--- config.mk ---
export PLATFORM = sky130hd
export DESIGN_NAME = width_arbiter
export DESIGN_NICKNAME = d
export VERILOG_FILES = /design/src/rtl/width_arbiter_pkg.sv /design/src/rtl/width_arbiter_rr_arbiter.sv /design/src/rtl/width_arbiter.sv
export SDC_FILE = /design/constraint.sdc
export NUM_CORES = 1
export LEC_CHECK = 0
export CORE_ASPECT_RATIO = 1.75
export CORE_UTILIZATION = 42
export CTS_CLUSTER_DIAMETER = 60
export DETAILED_ROUTE_END_ITERATION = 12
export PLACE_DENSITY = 0.87
export SETUP_SLACK_MARGIN = 0.2
export SLEW_MARGIN = 20
export SYNTH_ARGS = -nofsm -noshare
export SYNTH_HDL_FRONTEND = slang
export SYNTH_SLANG_ARGS = --single-unit
--- constraint.sdc ---
create_clock -name clk -period 8.5 [get_ports clk]
set_input_delay 1.275 -clock clk [delete_from_list [all_inputs] [get_ports clk]]
set_output_delay 1.275 -clock clk [all_outputs]
set_load 0.01 [all_outputs]
--- src/rtl/width_arbiter_pkg.sv ---
// rtl/width_arbiter_pkg.sv - shared FSM state type and parameter defaults for width_arbiter
package width_arbiter_pkg;

  // EMPTY: no word held; FULL: output register holds a word (out_valid=1)
  typedef enum logic {
    ST_EMPTY = 1'b0,
    ST_FULL  = 1'b1
  } state_e;

  localparam int NUM_REQ_DEFAULT   = 4;
  localparam int SIZE_IN_DEFAULT   = 32;
  localparam int MAX_BURST_DEFAULT = 4;

endpackage

--- src/rtl/width_arbiter_rr_arbiter.sv ---
// rtl/width_arbiter_rr_arbiter.sv - rotating-priority search: first request at or after start wins
module rr_arbiter
  import width_arbiter_pkg::*;
#(
  parameter int N = NUM_REQ_DEFAULT,
  localparam int IW = $clog2(N)
) (
  input  logic [N-1:0]  req_i,
  input  logic [IW-1:0] start_i,
  output logic [N-1:0]  grant_o,
  output logic [IW-1:0] grant_idx_o
);

  logic [IW:0]   sum;
  logic [IW-1:0] cur;
  logic          found;

  // Walk the request vector from start_i with wrap; the first set bit is the one-hot winner
  always_comb begin
    grant_o     = '0;
    grant_idx_o = '0;
    found       = 1'b0;
    sum         = '0;
    cur         = '0;
    for (int off = 0; off < N; off++) begin
      sum = {1'b0, start_i} + (IW+1)'(off);
      if (sum >= (IW+1)'(N)) begin
        sum = sum - (IW+1)'(N);
      end
      cur = sum[IW-1:0];
      if (!found && req_i[cur]) begin
        found        = 1'b1;
        grant_o[cur] = 1'b1;
        grant_idx_o  = cur;
      end
    end
  end

endmodule

--- src/rtl/width_arbiter.sv ---
// rtl/width_arbiter.sv - round-robin N:1 word arbiter with one-word output register; burst option WIDTH_ARBITER_BURST_EN
module width_arbiter
  import width_arbiter_pkg::*;
#(
  parameter int NUM_REQ   = NUM_REQ_DEFAULT,
  parameter int SIZE_IN   = SIZE_IN_DEFAULT,
  parameter int MAX_BURST = MAX_BURST_DEFAULT
) (
  input  logic                       clk,
  input  logic                       reset,
  input  logic [NUM_REQ-1:0]         req_valid,
  input  logic [NUM_REQ*SIZE_IN-1:0] req_data,
  output logic [NUM_REQ-1:0]         req_ready,
  output logic                       out_valid,
  output logic [SIZE_IN-1:0]         out_data,
  output logic [$clog2(NUM_REQ)-1:0] out_id,
  input  logic                       out_ready
);

  localparam int IW = $clog2(NUM_REQ);
  localparam logic [IW-1:0] LAST_IDX = IW'(NUM_REQ - 1);

  state_e              state_q, state_d;
  logic [SIZE_IN-1:0]  data_q, data_d;
  logic [IW-1:0]       id_q, id_d;
  logic [IW-1:0]       last_q, last_d;

  logic [IW-1:0]       next_ptr;
  logic [IW-1:0]       start;
  logic [NUM_REQ-1:0]  grant;
  logic [IW-1:0]       grant_idx;
  logic                can_load;
  logic                xfer;

  assign next_ptr = (last_q == LAST_IDX) ? '0 : last_q + 1'b1;

`ifdef WIDTH_ARBITER_BURST_EN
  localparam int BW = $clog2(MAX_BURST + 1);

  logic [BW-1:0] burst_q, burst_d;
  logic          hold;

  // Stay on the previous winner while it keeps requesting and its run is not yet MAX_BURST long;
  // a zero count means no run in progress, so reset state does not favour the last index
  assign hold  = req_valid[last_q] && (burst_q != '0) && (burst_q < BW'(MAX_BURST));
  assign start = hold ? last_q : next_ptr;

  // Count consecutive words to the same requester; any fresh round-robin win starts a new run
  always_comb begin
    burst_d = burst_q;
    if (xfer) begin
      burst_d = hold ? burst_q + 1'b1 : BW'(1);
    end
  end

  // Burst counter register
  always_ff @(posedge clk) begin
    if (!reset) begin
      burst_q <= '0;
    end else begin
      burst_q <= burst_d;
    end
  end
`else
  assign start = next_ptr;
`endif

  rr_arbiter #(
    .N(NUM_REQ)
  ) u_rr (
    .req_i      (req_valid),
    .start_i    (start),
    .grant_o    (grant),
    .grant_idx_o(grant_idx)
  );

  // A new word may enter when the register is empty or being drained this cycle
  assign can_load  = reset && ((state_q == ST_EMPTY) || out_ready);
  assign req_ready = can_load ? grant : '0;
  assign xfer      = |req_ready;

  assign out_valid = (state_q == ST_FULL);
  assign out_data  = data_q;
  assign out_id    = id_q;

  // Next-state: load on transfer, drain to EMPTY when consumed with nothing to replace it
  always_comb begin
    state_d = state_q;
    data_d  = data_q;
    id_d    = id_q;
    last_d  = last_q;
    case (state_q)
      ST_EMPTY: if (xfer) state_d = ST_FULL;
      ST_FULL:  if (out_ready && !xfer) state_d = ST_EMPTY;
      default:  state_d = ST_EMPTY;
    endcase
    if (xfer) begin
      data_d = req_data[grant_idx*SIZE_IN +: SIZE_IN];
      id_d   = grant_idx;
      last_d = grant_idx;
    end
  end

  // State, output word and round-robin pointer registers
  always_ff @(posedge clk) begin
    if (!reset) begin
      state_q <= ST_EMPTY;
      data_q  <= '0;
      id_q    <= '0;
      last_q  <= LAST_IDX;
    end else begin
      state_q <= state_d;
      data_q  <= data_d;
      id_q    <= id_d;
      last_q  <= last_d;
    end
  end

endmodule

==> results.yml, run 1 <==
setup_path:
  cp_common_cell: "clkdlybuf4s50_1"
  critPathSlowestCell: "clkdlybuf4s50_1"
  required_ns: 7.22
  crit_buf_inv: 2
  cp_max_fo: 10
  start_kind: "input port"
  crit_family: "buffers and inverters"
  cp_cell_sequence: "clkdlybuf4s50_1 > mux2_4 > or4b_4 > a211oi_4 > a211o_2 > clkdlybuf4s50_1"
  path_class: "in2out"
  critPathMaxStageDelay_ns: 0.57
  worstPathArrival_ns: 3.86
  cp-end-kind: "output port"
synthesis:
  synth_edf_count: 0
  yosysTopAreaCell: "dfxtp_1"
  syn_area_sq_um: 3024
  synth_area_leaders: "dfxtp_1 (24%), mux2i_1 (21%), mux2_2 (13%)"
  syn-num-nets: 468
  ys_seq_area_frac: 0.2449
  async_reset_ff_frac: 0
  synth_cells: 326
  avgSynthCellArea_sq_um: 9.277
  ys_ff_latch: 37
  yosys.area.top_type_share: 0.2449
  synth_cell_types: 50
  yosysWarningCount: 0
  synthFlopType: "dfxtp_1"
clock_tree:
  cts_buffers: 5
  cts_sinks: 37
  clk_path_buf_depth: 2
  tritoncts: "built"
  htree_levels: 2
  clock_latency_ns: 0.27
  cts_hold_buf: 0
  post-cts-setup-buffers: 0
  cts_root_buf: "clkbuf_16"
  clk_pin_slew_ns: 0.05
  post_cts_resized: 0
timing:
  hold_viol: 0
  setup_tns_ns: 0
  rsz0062_at_grt: "false"
  setup_violations: 0
  finalWorstSetupSlack_ns: 3.360
  drv_slew: 0
  period_needed_ns: 5.140
  slew_headroom: 0.5871
  finalCritPeriodShare: 0.6047
  fin_skew_ns: 0.002607
  tightest_slew_ns: 0.6193
  timing.fmax_ghz: 0.1946
placed_design:
  place_inst: 561
  place.gp.congestion: 0.8387
  hpwl_mm: 7.403
  io_buffers: 173
  postPlaceCellArea_sq_um: 4782
  place_ws_ns: 3.382
grt:
  grt_pass1_wl_mm: 14.35
  grt_use_total: 0.2421
  overflow: 0
  first_global_vias: 3085
  antenna_found_initial: 0
  grt_max_degree: 72
floorplanning:
  rows: 40
  die_w_microns: 66.15
  die_area_sq_um: 7557
  core_sq_um: 6907
  start_util: 0.4379
  die_height_microns: 114.3
  pin_count: 174
route:
  num_vias: 3098
  drt-initial-drc-count: 243
  ant_nets: 0
  viasPerCell: 5.445
  wl_per_cell_microns: 16.14
  drc: 0
  dr.pass1.iters: 4
  routed_wl_mm: 9.184
cells_and_area:
  area_growth_pct: 63.80
  diodes: 0
  nets: 626
  final_util: 0.7172
  finish.instance_area_sq_um: 4954
  layout-drive-gt1-share: 0.1361
  stdcell_count: 569
flow_run:
  maxCapViolCount: 0
power_and_ir_drop:
  ir_worst_vdd_v: 0.0002436
  p_leak_uw: 0.002066
  power_density_nw_per_um2: 360.5
outcome:
  status: "complete, no violations"
min_path:
  hold_class: "reg2reg"
## area by class of cell
cell class / instances / area [sq um]
Clock buffer: 5 / 125.1
Inverter: 5 / 18.77
Timing Repair Buffer: 178 / 1789
Fill cell: 535 / 1953
Tap cell: 84 / 105.1
Sequential cell: 37 / 740.7
Clock inverter: 3 / 46.29
Multi-Input combinational cell: 257 / 2128
## kinds of logic after synthesis
logic type	synth area share
AND/OR/NAND/NOR	0.1527
buffers and inverters	0.05792
AO/OA/AOI/OAI	0.1448
flip-flops	0.2449
adder cells (fa/ha/maj)	0.02896
multiplexers	0.3707
## tightest hold or removal path: stages, from the launching register on
cell and delay (ns):
dfxtp_1 0.31, nand3_1 0.06, o21ai_1 0.05
## power breakdown
group,switching (uW),total (uW),internal [uW]
sequential,42.5,304,262
combinational,625,1270,650
clock,68.6,207,139
## layout by cell type, fill, tap and decap left out, types with 2 or more instances in the layout
cell type	n
and2_1	2
ha_1	7
mux2_4	2
nor2_1	13
mux4_2	2
nor3b_2	2
nand3_1	37
nand3b_1	3
clkdlybuf4s50_1	173
clkbuf_16	5
inv_1	5
o21ai_1	34
nor3_1	5
dfxtp_1	37
a22oi_1	4
nor2b_1	6
buf_4	4
nand2_1	6
a21oi_1	4
a311oi_1	2
mux2i_1	64
a21boi_1	2
a221o_1	2
o21ai_0	2
mux2_2	34
o31ai_1	2
a211o_2	3
## Yosys cell counts (2+ instances only)
| cell | number |
|---|---|
| a211o_2 | 3 |
| buf_4 | 3 |
| a21oi_1 | 4 |
| nand3b_1 | 3 |
| clkbuf_4 | 3 |
| mux4_2 | 2 |
| buf_2 | 5 |
| clkbuf_2 | 3 |
| nor3_1 | 5 |
| a22oi_1 | 4 |
| nor3b_2 | 2 |
| nor2b_1 | 6 |
| clkbuf_1 | 9 |
| ha_1 | 7 |
| nor2_1 | 13 |
| a311oi_1 | 2 |
| nand3_1 | 37 |
| mux2_2 | 34 |
| o31ai_1 | 2 |
| buf_6 | 3 |
| nand2_1 | 6 |
| o21ai_1 | 34 |
| mux2_4 | 2 |
| o21ai_0 | 2 |
| inv_1 | 5 |
| dfxtp_1 | 37 |
| mux2i_1 | 64 |
| and2_1 | 2 |
| a21boi_1 | 2 |
| a221o_1 | 2 |
## final timing paths
| path | start | to | slack [ns] | cells after the start |
|---|---|---|---|---|
| worst max-delay path | req_valid[1] | req_ready[3] | 3.36 | 6 |
| worst min-delay path | out_data[17]$_SDFFE_PN0P_ | out_data[17]$_SDFFE_PN0P_ | 0.45 | 2 |
| worst max register to register | last_q[0]$_SDFFE_PN1P_ | out_id[0]$_SDFFE_PN0P_ | 4.72 | 11 |
| worst min register to register | out_data[17]$_SDFFE_PN0P_ | out_data[17]$_SDFFE_PN0P_ | 0.45 | 2 |
## per-stage QoR
stage	power (uW)	hold slack, ns
6_report	1786	0.4536
5_1_grt	1910	0.4745
4_1_cts	1803	0.4579
3_5_place_dp	1590	0.4499
3_3_place_gp	1534	0.4428
2_1_floorplan	1220	0.4810
## metal layers
layer  up-vias  global-route usage  routed length, microns
li1       1529                   -                       -
met1      1428              0.2576                    3324
met2       124              0.4633                    5111
met3        17             0.03785                     525
met4         0             0.08227                     222
met5         -                   0                       0
## sequential cells by signal, summed over array words and instances, names as in the netlist
register / flops
out_valid: 1
out_id: 2
last_q: 2
out_data: 32
Power figures use the tool's default switching activity.
==> run 2, diff against run 1 <==
--- a/config.mk
+++ b/config.mk
@@ -6,10 +6,10 @@
 export NUM_CORES = 1
 export LEC_CHECK = 0
 export CORE_ASPECT_RATIO = 1.75
-export CORE_UTILIZATION = 42
+export CORE_UTILIZATION = 39
 export CTS_CLUSTER_DIAMETER = 60
 export DETAILED_ROUTE_END_ITERATION = 12
-export PLACE_DENSITY = 0.87
+export PLACE_DENSITY = 0.82
 export SETUP_SLACK_MARGIN = 0.2
 export SLEW_MARGIN = 20
 export SYNTH_ARGS = -nofsm -noshare
==> constraint.sdc (replaced) <==
create_clock -name clk -period 4.96 [get_ports clk]
set_input_delay 0.744 -clock clk [delete_from_list [all_inputs] [get_ports clk]]
set_output_delay 0.744 -clock clk [all_outputs]
set_load 0.01 [all_outputs]
==> run 2 against run 1 <==
  * Sequential power increased by 72%
  * Setup slack got worse by 2.6 ns
  * Global-route usage decreased by 0.32 points
  * Critical endpoint is now req_ready[1]
  * Largest cell class unchanged
==> results.yml, run 2 (same netlist as run 1, synthesis figures left out) <==
clock_tree:
  post_cts_resized: 0
  clock_latency_ns: 0.28
  htree_levels: 2
  clk_pin_slew_ns: 0.06
  cts_root_buf: "clkbuf_16"
  post-cts-setup-buffers: 0
  cts_buffers: 5
  cts_sinks: 37
  cts_hold_buf: 0
  tritoncts: "built"
  clk_path_buf_depth: 2
timing:
  slew_headroom: 0.4515
  tightest_slew_ns: 0.8166
  timing.hold.ws_ns: 0.4556
  setup_tns_ns: 0
  hold_viol: 0
  timing.fmax_ghz: 0.2364
  finalCritPeriodShare: 0.8528
  rsz0062_at_grt: "false"
  period_needed_ns: 4.230
  fin_skew_ns: 0.002678
  setup_violations: 0
  drv_slew: 0
cells_and_area:
  multi_input_area_sq_um: 2128
  final_common_cell: "clkdlybuf4s50_1"
  nFillCells: 663
  nets: 629
  layout-drive-gt1-share: 0.1414
  layout_common_cells: "clkdlybuf4s50_1 (173), mux2i_1 (64), nand3_1 (37), dfxtp_1 (37)"
  area_growth_pct: 64.46
  ff_latch_area_sq_um: 740.7
  largest_register_ffs: 32
  diodes: 0
grt:
  grt_max_degree: 39
  grt_pass1_wl_mm: 14.66
  first_global_vias: 3078
  antenna_found_initial: 0
  overflow: 0
  grt_use_total: 0.2388
setup_path:
  required_ns: 4.22
  crit_buf_inv: 1
  crit_family: "simple AND/OR/NAND/NOR gates"
  worstPathArrival_ns: 3.49
  reg2reg_slack_ns: 1.06
  cp_max_fo: 13
  path_class: "reg2out"
  cp-end-kind: "output port"
  critPathMaxStageDelay_ns: 0.57
  cp_cell_sequence: "ha_1 > nor2_4 > mux2_4 > or4b_4 > a211oi_4 > a211o_2 > clkdlybuf4s50_1"
  start_kind: "flip-flop"
  critPathSlowestCell: "or4b_4"
floorplanning:
  die_height_microns: 118.5
  start_util: 0.4024
  die_area_sq_um: 8124
  die_w_microns: 68.57
  rows: 42
  pin_count: 174
  core_sq_um: 7515
placed_design:
  place.gp.congestion: 0.8804
  io_buffers: 173
  hpwl_mm: 7.690
route:
  wl_per_cell_microns: 16.92
  num_vias: 3148
  drt-initial-drc-count: 204
  ant_nets: 0
  dr.pass1.iters: 4
  routed_wl_mm: 9.747
  viasPerCell: 5.465
  drc: 0
power_and_ir_drop:
  power_density_nw_per_um2: 626.6
  ir_worst_vdd_v: 0.0003630
  p_leak_uw: 0.002076
outcome:
  status: "complete, no violations"
min_path:
  hold_class: "reg2reg"
flow_run:
  maxCapViolCount: 0
[run 2: power by group]
| part | internal (uW) | total (uW) | switching (uW) |
|---|---|---|---|
| logic | 1140 | 2230 | 1090 |
| clock network | 238 | 362 | 125 |
| registers | 448 | 522 | 73.7 |
[run 2: per-layer routing]
layer,part of all wire,GRT usage
met5,0,0
met4,0.048,0.1328
met3,0.063,0.04730
met2,0.54,0.4308
met1,0.35,0.2384
[run 2: final timing paths]
kind | start | to | cells past startpoint
max | last_q[0]$_SDFFE_PN1P_ | req_ready[1] | 7
min | out_data[10]$_SDFFE_PN0P_ | out_data[10]$_SDFFE_PN0P_ | 2
max reg2reg | last_q[0]$_SDFFE_PN1P_ | out_data[1]$_SDFFE_PN0P_ | 11
min reg2reg | out_data[10]$_SDFFE_PN0P_ | out_data[10]$_SDFFE_PN0P_ | 2
[run 2: layout make-up]
cell class                 count  share of cell area
multi-input combinational    257              0.4279
sequential                    37              0.1489
clock buffer                   5             0.02516
inverter                       5            0.003774
tap                           88             0.02214
timing repair buffer         181              0.3628
clock inverter                 3            0.009308
[run 2: worst reg2reg max path: stages, from the launching register on]
cell,delay (ns)
dfxtp_1,0.51
inv_1,0.17
ha_1,0.49
mux2_2,0.42
mux2i_4,0.27
a21boi_1,0.20
o22ai_1,0.11
a211o_4,0.34
nor4_4,0.75
buf_4,0.34
nand3_1,0.12
o21ai_1,0.11
[run 2: through the flow]
| stage | power [uW] | worst slack (ns) | utilization | instance area [sq um] | std cells |
|---|---|---|---|---|---|
| global placement | 2719 | 0.9575 | 0.6390 | 4802 | 568 |
| finish | 3117 | 0.7300 | 0.6618 | 4974 | 576 |
| CTS | 3137 | 0.7614 | 0.6618 | 4974 | 576 |
| global route | 3328 | 0.6212 | 0.6618 | 4974 | 576 |
| detailed placement | 2759 | 0.9061 | 0.6390 | 4802 | 568 |
| floorplan | 2090 | 1.884 | - | 3024 | 326 |
==> run 3, diff against run 2 <==
--- a/config.mk
+++ b/config.mk
@@ -10,6 +10,7 @@
 export CTS_CLUSTER_DIAMETER = 60
 export DETAILED_ROUTE_END_ITERATION = 12
 export PLACE_DENSITY = 0.82
+export RECOVER_POWER = 100
 export SETUP_SLACK_MARGIN = 0.2
 export SLEW_MARGIN = 20
 export SYNTH_ARGS = -nofsm -noshare
==> run 3 against run 2 <==
  * Power is 4.1% lower
  * Die area stayed put
  * Final area is 0.43% lower
  * Sequential power is 1% lower
  * Global-route usage stayed put
  * Core utilization is 0.28 points lower
  * Count of clock-buffer cells in the layout stayed put
  * Highest routed layer unchanged
==> results.yml, run 3 (same netlist as run 1, synthesis figures left out) <==
placed_design:
  place_ws_ns: 0.9061
  hpwl_mm: 7.690
  io_buffers: 173
  place_inst: 568
  place.gp.congestion: 0.8804
clock_tree:
  cts_root_buf: "clkbuf_16"
  post-cts-setup-buffers: 0
  clk_path_buf_depth: 2
  cts_buffers: 5
  post_cts_resized: 0
  cts_hold_buf: 0
  htree_levels: 2
  clk_pin_slew_ns: 0.06
  clock_latency_ns: 0.28
  tritoncts: "built"
  cts_sinks: 37
setup_path:
  required_ns: 4.22
  crit_buf_inv: 1
  reg2reg_slack_ns: 0.67
  critPathSlowestCell: "or4b_4"
  cp-end-kind: "output port"
  start_kind: "flip-flop"
  path_class: "reg2out"
  critPathMaxStageDelay_ns: 0.59
  cp_max_fo: 13
  cp_cell_sequence: "ha_1 > nor2_2 > mux2_1 > or4b_4 > a211oi_4 > a211o_2 > clkdlybuf4s50_1"
  worstPathArrival_ns: 3.73
  crit_family: "simple AND/OR/NAND/NOR gates"
cells_and_area:
  nFillCells: 669
  stdcell_count: 576
  largest_register_ffs: 32
  layout_common_cells: "clkdlybuf4s50_1 (138), mux2i_1 (64), nand3_1 (37), dfxtp_1 (37), dlygate4sd3_1 (35)"
  final_common_cell: "clkdlybuf4s50_1"
  area_growth_pct: 63.76
  layout-drive-gt1-share: 0.1352
  nets: 629
  diodes: 0
  final_util: 0.6590
route:
  dr.pass1.iters: 4
  num_vias: 3142
  drt-initial-drc-count: 201
  routed_wl_mm: 9.730
  wl_per_cell_microns: 16.89
  drc: 0
  viasPerCell: 5.455
  ant_nets: 0
power_and_ir_drop:
  power_density_nw_per_um2: 603.6
  seqPwrFrac: 0.172
  p_int_uw: 1747
  combPwrFrac: 0.707
  ir_worst_vdd_v: 0.0003468
  p_leak_uw: 0.002127
  p_clk_frac: 0.121
  swShare: 0.4156
  switchingPower_uw: 1242
grt:
  grt_use_total: 0.2388
  overflow: 0
  first_global_vias: 3078
  grt_max_degree: 39
  grt_pass1_wl_mm: 14.66
  antenna_found_initial: 0
floorplanning:
  pin_count: 174
  rows: 42
  start_util: 0.4024
  die_height_microns: 118.5
  die_w_microns: 68.57
  core_sq_um: 7515
  die_area_sq_um: 8124
timing:
  setup_tns_ns: 0
  fin_skew_ns: 0.002838
  finalCritPeriodShare: 0.9024
  finalWorstSetupSlack_ns: 0.4843
  setup_violations: 0
  timing.fmax_ghz: 0.2234
  rsz0062_at_grt: "false"
  timing.hold.ws_ns: 0.4523
  drv_slew: 0
  tightest_slew_ns: 1.319
  slew_headroom: 0.1131
  period_needed_ns: 4.476
  hold_viol: 0
min_path:
  hold_class: "reg2reg"
flow_run:
  maxCapViolCount: 0
outcome:
  status: "complete, no violations"
run 3: cell count changes in the layout (fill, tap and decap cells not counted), moves of 2 or more:
cell and change:
clkdlybuf4s50_1 -35, mux2_1 +2, o21ai_0 +28, dlygate4sd3_1 +35, o21ai_1 -28
run 3: power by group through the flow:
stage / clock, uW / combinational [uW] / sequential (uW)
after floorplan: 0 / 1510 / 579
after global placement: 0 / 2200 / 522
after detailed placement: 0 / 2230 / 529
after CTS: 369 / 2240 / 523
after global routing: 384 / 2290 / 532
final: 361 / 2110 / 515
run 3: worst register-to-register path, cell delays in order (launching register included):
cell	delay, ns
dfxtp_1	0.39
ha_1	0.36
nor2_2	0.57
mux2_1	0.48
a22oi_1	0.23
o22ai_1	0.15
a211o_4	0.33
nor4_2	1.11
buf_4	0.37
nand3_1	0.12
o21ai_0	0.11
run 3: final timing paths:
| check | from | to | cells past startpoint |
|---|---|---|---|
| min | out_data[17]$_SDFFE_PN0P_ | out_data[17]$_SDFFE_PN0P_ | 2 |
| max | last_q[0]$_SDFFE_PN1P_ | req_ready[1] | 7 |
| max reg2reg | last_q[0]$_SDFFE_PN1P_ | out_data[1]$_SDFFE_PN0P_ | 10 |
| min reg2reg | out_data[17]$_SDFFE_PN0P_ | out_data[17]$_SDFFE_PN0P_ | 2 |
run 3: area by class of cell:
class	count	area [sq um]	share of cell area
Timing Repair Buffer	181	1800	0.3636
Sequential cell	37	740.7	0.1496
Multi-Input combinational cell	257	2111	0.4262
Clock buffer	5	125.1	0.02527
Tap cell	88	110.1	0.02223
Clock inverter	3	46.29	0.009348
Inverter	5	18.77	0.003790
run 3: through the flow:
step	power, uW	area (sq um)
after floorplan	2090	3024
after global placement	2719	4802
after detailed placement	2759	4802
after CTS	3137	4974
after global routing	3206	4952
final	2989	4952
run 3: layer usage:
metal  vias to the layer above  wire (microns)  track usage
li1                       1534               -            -
met1                      1439            3378       0.2384
met2                       135            5277       0.4308
met3                        34             614      0.04730
met4                         0             461       0.1328
met5                         -               0            0
